File: src/rtl/riscv_pkg.sv
// Shared fetch-stage types: FSM encoding, fetch buffer entry, instruction size.
// Pure declarations; no latency or backpressure of its own.
// Imported by the fetch top, its buffer and its interface users.
package riscv_pkg;

  typedef enum logic {
    RUN   = 1'b0,
    FAULT = 1'b1
  } fetch_state_t;

  localparam logic [31:0] INSTR_BYTES = 32'd4;

  typedef struct packed {
    logic [31:0] instr;
    logic [31:0] pc;
  } fetch_entry_t;

endpackage

File: src/rtl/instruction_fetch_if.sv
// Fetch-stage bus: instruction memory request pair, redirect input, decode handshake.
// Wiring only; timing is defined by the fetch stage driving it.
// Decode backpressure is carried by if_ready against if_valid.
interface instruction_fetch_if;

  logic        imem_req;
  logic [31:0] imem_addr;
  logic [31:0] imem_data;
  logic        redirect_valid;
  logic [31:0] redirect_pc;
  logic        if_valid;
  logic        if_ready;
  logic [31:0] if_instr;
  logic [31:0] if_pc;
  logic        fetch_fault;

  modport master (
    output imem_req, imem_addr,
    input  imem_data,
    input  redirect_valid, redirect_pc,
    output if_valid, if_instr, if_pc,
    input  if_ready,
    output fetch_fault
  );

  modport slave (
    input  imem_req, imem_addr,
    output imem_data,
    output redirect_valid, redirect_pc,
    input  if_valid, if_instr, if_pc,
    output if_ready,
    input  fetch_fault
  );

endinterface

File: src/rtl/fetch_fifo.sv
// Fetch buffer holding {instr, pc} entries; head visible the cycle after push.
// Latency: 1 cycle push-to-head; flush is synchronous and beats push/pop.
// Backpressure: full/empty reported; caller must not push when full or pop when empty.
module fetch_fifo
  import riscv_pkg::*;
#(
  parameter int DEPTH = 2
) (
  input  logic         clk,
  input  logic         rst,
  input  logic         push,
  input  fetch_entry_t push_entry,
  input  logic         pop,
  input  logic         flush,
  output logic         full,
  output logic         empty,
  output fetch_entry_t head
);

  localparam int AW = $clog2(DEPTH);

  fetch_entry_t   mem [DEPTH];
  logic [AW-1:0]  wr_ptr;
  logic [AW-1:0]  rd_ptr;
  logic [AW:0]    count;

  assign full  = (count == (AW+1)'(DEPTH));
  assign empty = (count == '0);
  assign head  = empty ? '0 : mem[rd_ptr];

  always_ff @(posedge clk or posedge rst) begin
    if (rst) begin
      wr_ptr <= '0;
      rd_ptr <= '0;
      count  <= '0;
    end else if (flush) begin
      wr_ptr <= '0;
      rd_ptr <= '0;
      count  <= '0;
    end else begin
      if (push) wr_ptr <= wr_ptr + AW'(1);
      if (pop)  rd_ptr <= rd_ptr + AW'(1);
      case ({push, pop})
        2'b10:   count <= count + (AW+1)'(1);
        2'b01:   count <= count - (AW+1)'(1);
        default: count <= count;
      endcase
    end
  end

  // Storage needs no reset: count gates visibility of every slot.
  always_ff @(posedge clk) begin
    if (push && !flush) mem[wr_ptr] <= push_entry;
  end

endmodule

File: src/rtl/instruction_fetch.sv
// Fetch stage: owns the PC, requests imem, buffers {instr, pc} for decode.
// Latency: word fetched in cycle N is offered to decode in cycle N+1.
// Backpressure: fetch stalls while the buffer is full; redirect flushes and refetches.
module instruction_fetch
  import riscv_pkg::*;
#(
  parameter logic [31:0] RESET_PC   = 32'h0000_0000,
  parameter int          FIFO_DEPTH = 2
) (
  input logic                 clk,
  input logic                 rst,
  instruction_fetch_if.master bus
);

  fetch_state_t state_q;
  fetch_state_t state_d;
  logic [31:0]  pc;
  logic         fifo_full;
  logic         fifo_empty;
  logic         pop;
  fetch_entry_t push_entry;
  fetch_entry_t head;

  assign bus.imem_addr = pc;
  assign pop           = !fifo_empty && bus.if_ready;
  assign push_entry    = '{instr: bus.imem_data, pc: pc};

  assign bus.if_valid  = !fifo_empty;
  assign bus.if_instr  = head.instr;
  assign bus.if_pc     = head.pc;

  always_ff @(posedge clk or posedge rst) begin
    if (rst) state_q <= RUN;
    else     state_q <= state_d;
  end

  always_comb begin
    state_d = state_q;
    if (bus.redirect_valid)
      state_d = (bus.redirect_pc[1:0] == 2'b00) ? RUN : FAULT;
  end

  always_comb begin
    bus.imem_req    = 1'b0;
    bus.fetch_fault = (state_q == FAULT);
    if (!rst && state_q == RUN && !bus.redirect_valid && !fifo_full)
      bus.imem_req = 1'b1;
  end

  // A misaligned target is still latched, word-aligned, so imem_addr never carries low bits.
  always_ff @(posedge clk or posedge rst) begin
    if (rst)                     pc <= RESET_PC;
    else if (bus.redirect_valid) pc <= {bus.redirect_pc[31:2], 2'b00};
    else if (bus.imem_req)       pc <= pc + INSTR_BYTES;
  end

  fetch_fifo #(
    .DEPTH (FIFO_DEPTH)
  ) u_fifo (
    .clk        (clk),
    .rst        (rst),
    .push       (bus.imem_req),
    .push_entry (push_entry),
    .pop        (pop),
    .flush      (bus.redirect_valid),
    .full       (fifo_full),
    .empty      (fifo_empty),
    .head       (head)
  );

endmodule

File: src/flat_wrapper.sv
// flat-port wrapper written by rule: the top's interface ports become plain ports
module instruction_fetch_flat import riscv_pkg::*;
#(
  parameter logic [31:0] RESET_PC   = 32'h0000_0000,
  parameter int          FIFO_DEPTH = 2
)
  (clk, rst, bus_imem_req, bus_imem_addr, bus_imem_data, bus_redirect_valid, bus_redirect_pc, bus_if_valid, bus_if_instr, bus_if_pc, bus_if_ready, bus_fetch_fault);
  instruction_fetch_if bus_i ();
  input logic clk;
  input logic rst;
  output wire logic [$bits(bus_i.imem_req)-1:0] bus_imem_req;
  output wire logic [$bits(bus_i.imem_addr)-1:0] bus_imem_addr;
  input wire logic [$bits(bus_i.imem_data)-1:0] bus_imem_data;
  input wire logic [$bits(bus_i.redirect_valid)-1:0] bus_redirect_valid;
  input wire logic [$bits(bus_i.redirect_pc)-1:0] bus_redirect_pc;
  output wire logic [$bits(bus_i.if_valid)-1:0] bus_if_valid;
  output wire logic [$bits(bus_i.if_instr)-1:0] bus_if_instr;
  output wire logic [$bits(bus_i.if_pc)-1:0] bus_if_pc;
  input wire logic [$bits(bus_i.if_ready)-1:0] bus_if_ready;
  output wire logic [$bits(bus_i.fetch_fault)-1:0] bus_fetch_fault;
  assign bus_imem_req = bus_i.imem_req;
  assign bus_imem_addr = bus_i.imem_addr;
  assign bus_i.imem_data = bus_imem_data;
  assign bus_i.redirect_valid = bus_redirect_valid;
  assign bus_i.redirect_pc = bus_redirect_pc;
  assign bus_if_valid = bus_i.if_valid;
  assign bus_if_instr = bus_i.if_instr;
  assign bus_if_pc = bus_i.if_pc;
  assign bus_i.if_ready = bus_if_ready;
  assign bus_fetch_fault = bus_i.fetch_fault;
  instruction_fetch #(.RESET_PC(RESET_PC), .FIFO_DEPTH(FIFO_DEPTH)) u_core (.clk(clk), .rst(rst), .bus(bus_i));
endmodule
File: config.mk
export PLATFORM = sky130hd
export DESIGN_NAME = instruction_fetch_flat
export DESIGN_NICKNAME = d
export VERILOG_FILES = /design/src/rtl/riscv_pkg.sv /design/src/rtl/instruction_fetch_if.sv /design/src/rtl/fetch_fifo.sv /design/src/rtl/instruction_fetch.sv /design/src/flat_wrapper.sv
export SDC_FILE = /design/constraint.sdc
export NUM_CORES = 1
export LEC_CHECK = 0
export CELL_PAD_IN_SITES_DETAIL_PLACEMENT = 0
export CELL_PAD_IN_SITES_GLOBAL_PLACEMENT = 2
export CORE_ASPECT_RATIO = 0.75
export CORE_MARGIN = 5
export CORE_UTILIZATION = 35
export CTS_CLUSTER_DIAMETER = 50
export DETAILED_ROUTE_END_ITERATION = 10
export GPL_ROUTABILITY_DRIVEN = 0
export PLACE_DENSITY_LB_ADDON = 0.1
export SYNTH_ARGS = -nofsm -noshare
export SYNTH_HDL_FRONTEND = slang
export SYNTH_SLANG_ARGS = --single-unit
File: constraint.sdc
create_clock -name clk -period 9.5 [get_ports clk]
set_input_delay 2.375 -clock clk [delete_from_list [all_inputs] [get_ports clk]]
set_output_delay 2.375 -clock clk [all_outputs]
set_load 0.02 [all_outputs]
==> metrics.txt <==
sequential-to-total area share from yosys stat 0.661; GRT overflow 0; Port Buffers 162; Pwr Density 183 mW/mm^2; Final Setup Violations 0; GRT Util Overall 0.156; Leak 0.00313 uW; Post-Route Skew 0.00860 ns; first-pass GRT wire length 28300 um; status complete, no violations; share of cells above drive strength 1 0.0720; nets@finish 765; Starting Density 0.358; number of global-route vias before repair 4873; warnings from Yosys 0; critical path's slowest cell clkdlybuf4s50_1; die extent in x 173 um; initial antenna violation count 2; Layout fillers 1746; fmax 149 MHz; area of the die 0.0228 sq mm; CTS Sinks 159; clock transition at the registers of the reported paths 0.07 ns; Tcrit/Tclk final 0.706; Max clock buf depth 2; Boundary Pins 167; Util after Layout 0.485; kind of critical path in -> out; n_diodes 0; top_reg_cell synth edfxtp_1; via count 4854; Min Hold Slack 0.544 ns; multi-input logic area 0.00219 sq mm; clk_lat worst skew 0.42 ns; top cell family by delay on the critical path buffers and inverters; worst hold-check path type reg -> reg; Synth Register Bits 159; Post-synth EDFFs 124; cell count after synthesis 543; Fin Setup TNS 0 ns; Least-Margin Pin Slew 1.03 ns; # DRC 0; Max stage delay on crit path 0.64 ns; startpoint types input pin; largest net degree at the start of global routing 76; number of max-cap violations 0; WL/cell 18.6 um; fin crit period 6.71 ns; Pre-antenna DRT Iters 4; # resized after CTS 0; Area growth syn-to-layout 35.5%; vias per cell 5.05; Post-synth ARST share 0.220; CP cell instances clkdlybuf4s50_1 > nor2_2 > nand2_1 > nor2_1 > clkdlybuf4s50_1; Final ANT Viol Nets 0; post-CTS setup buffers 0; Mean Syn Cell Area 12.8 sq um; TritonCTS clock tree done; number of buffers created by CTS 17; total wire length 17900 um; critical path buffer and inverter count 2; clk root buf clkbuf_16; critical path data arrival time 4.33 ns; Final Hold Viols 0; Initial DRC Count 342; Setup crit end kind primary output; Crit path top cell by count clkdlybuf4s50_1; Design Area, Final 0.00942 sq mm; Req. time, crit path 7.13 ns; synthesized area 0.00696 sq mm; post-synthesis cell type count 46; crit path max fanout 10; hold_buf cts 0; Post-DP Area 0.00880 sq mm; Rows 44; slew margin rel. 0.311; die span in y 132 um; Max H-tree Level 4; Final Max Slew Viols 0; Worst VDD drop 80.2 uV; RSZ-0062 raised after global routing false; dpl hpwl 11400 um; core area 0.0194 sq mm; register area 0.00460 sq mm
-- layout make-up --
class	count	share of cell area
Clock buffer	17	0.0451
Clock inverter	14	0.0210
Inverter	10	0.00398
Multi-Input combinational cell	341	0.232
Sequential cell	159	0.489
Tap cell	253	0.0336
Timing Repair Buffer	167	0.176
-- per-layer routing --
layer  up-vias  global-route usage  routed length [um]
met5         -                   0                  19
met4         4              0.0397                  87
met3        12              0.0490                1160
met2       153               0.239                8150
met1      2355               0.216                8450
li1       2330                   -                   -
-- power by group --
| part | leakage, uW | switching, uW | total, uW | internal [uW] |
|---|---|---|---|---|
| registers | 0.00153 | 33.8 | 813 | 779 |
| clock network | 0.000302 | 296 | 719 | 423 |
| logic | 0.00130 | 98.7 | 191 | 92.3 |
| total | 0.00313 | 428 | 1720 | 1290 |
-- cells in the mapped netlist (2+ instances only) --
library cell | n | area, sq um
and4_1 | 3 | 26.3
or2_2 | 3 | 18.8
nor4_1 | 5 | 31.3
clkbuf_1 | 23 | 86.3
buf_4 | 4 | 30.0
nor2b_1 | 10 | 62.6
and3_1 | 5 | 31.3
xnor2_1 | 2 | 17.5
nor3_1 | 6 | 30.0
edfxtp_1 | 124 | 3720
dfrtp_1 | 35 | 876
and2_1 | 3 | 18.8
o31ai_1 | 11 | 82.6
nor2_1 | 83 | 312
a31oi_1 | 3 | 18.8
o311ai_0 | 7 | 61.3
mux2i_1 | 63 | 631
o21ai_0 | 8 | 40.0
a311o_1 | 4 | 40.0
nand4_1 | 23 | 144
or4_1 | 5 | 37.5
a22oi_1 | 8 | 60.1
nor3b_1 | 2 | 15.0
nand2b_1 | 2 | 12.5
a21oi_1 | 4 | 20.0
xor2_1 | 7 | 61.3
nor4b_1 | 2 | 17.5
nand3_1 | 27 | 135
inv_1 | 10 | 37.5
buf_2 | 5 | 25.0
nand2_1 | 28 | 105
buf_1 | 4 | 15.0
-- layout by cell type, fill, tap and decap left out, types with 11 or more instances in the layout --
| master | count |
|---|---|
| nor2_1 | 82 |
| o31ai_1 | 11 |
| edfxtp_1 | 124 |
| dfrtp_1 | 34 |
| mux2i_1 | 63 |
| clkbuf_16 | 17 |
| nand2_1 | 28 |
| nand3_1 | 27 |
| nand4_1 | 23 |
| clkdlybuf4s50_1 | 161 |
-- cell families after synthesis --
| kind of cell | share of synthesized area |
|---|---|
| adder cells (fa/ha/maj) | 0.00180 |
| other | 0.000539 |
| AND/OR/NAND/NOR | 0.154 |
| XOR/XNOR | 0.0113 |
| AO/OA/AOI/OAI | 0.0511 |
| multiplexers | 0.0923 |
| buffers and inverters | 0.0279 |
| flip-flops | 0.661 |
-- state kept, by name (all words and copies together), names as in the netlist --
name,flops
u_core.u_fifo.mem,124
u_core.u_fifo.rd_ptr,1
u_core.u_fifo.count,2
u_core.u_fifo.wr_ptr,1
u_core.bus.fetch_fault,1
u_core.bus.imem_addr,30
-- metrics by stage --
stage | worst slack [ns] | power, uW | std cells
CTS | 2.77 | 1740 | 961
floorplan | 1.71 | 916 | 546
global placement | 2.83 | 1020 | 930
detailed placement | 2.79 | 1020 | 930
global route | 2.65 | 1790 | 961
finish | 2.79 | 1720 | 961
-- worst reg2reg max path, cell delays in order, from the launching register on --
cell and delay [ns]:
dfrtp_1 0.44, nand2b_1 0.37, nand2_1 0.28, nor3_2 0.76
buf_4 0.72
-- path summary, 6_finish.rpt --
| check | startpoint | end | slack (ns) | cells after the start |
|---|---|---|---|---|
| max in group asynchronous | rst | u_core.u_fifo.rd_ptr | 6.64 | 3 |
| min reg2reg | u_core.bus.imem_addr[31] | u_core.u_fifo.mem[1][31] | 0.54 | 0 |
| max | rst | bus_imem_req | 2.79 | 5 |
| max reg2reg | u_core.u_fifo.count[0] | u_core.u_fifo.mem[0][28] | 6.52 | 4 |
| min in group asynchronous | rst | u_core.u_fifo.rd_ptr | 2.48 | 3 |
| min | u_core.bus.imem_addr[31] | u_core.u_fifo.mem[1][31] | 0.54 | 0 |
(Power assumes the default switching activity.)
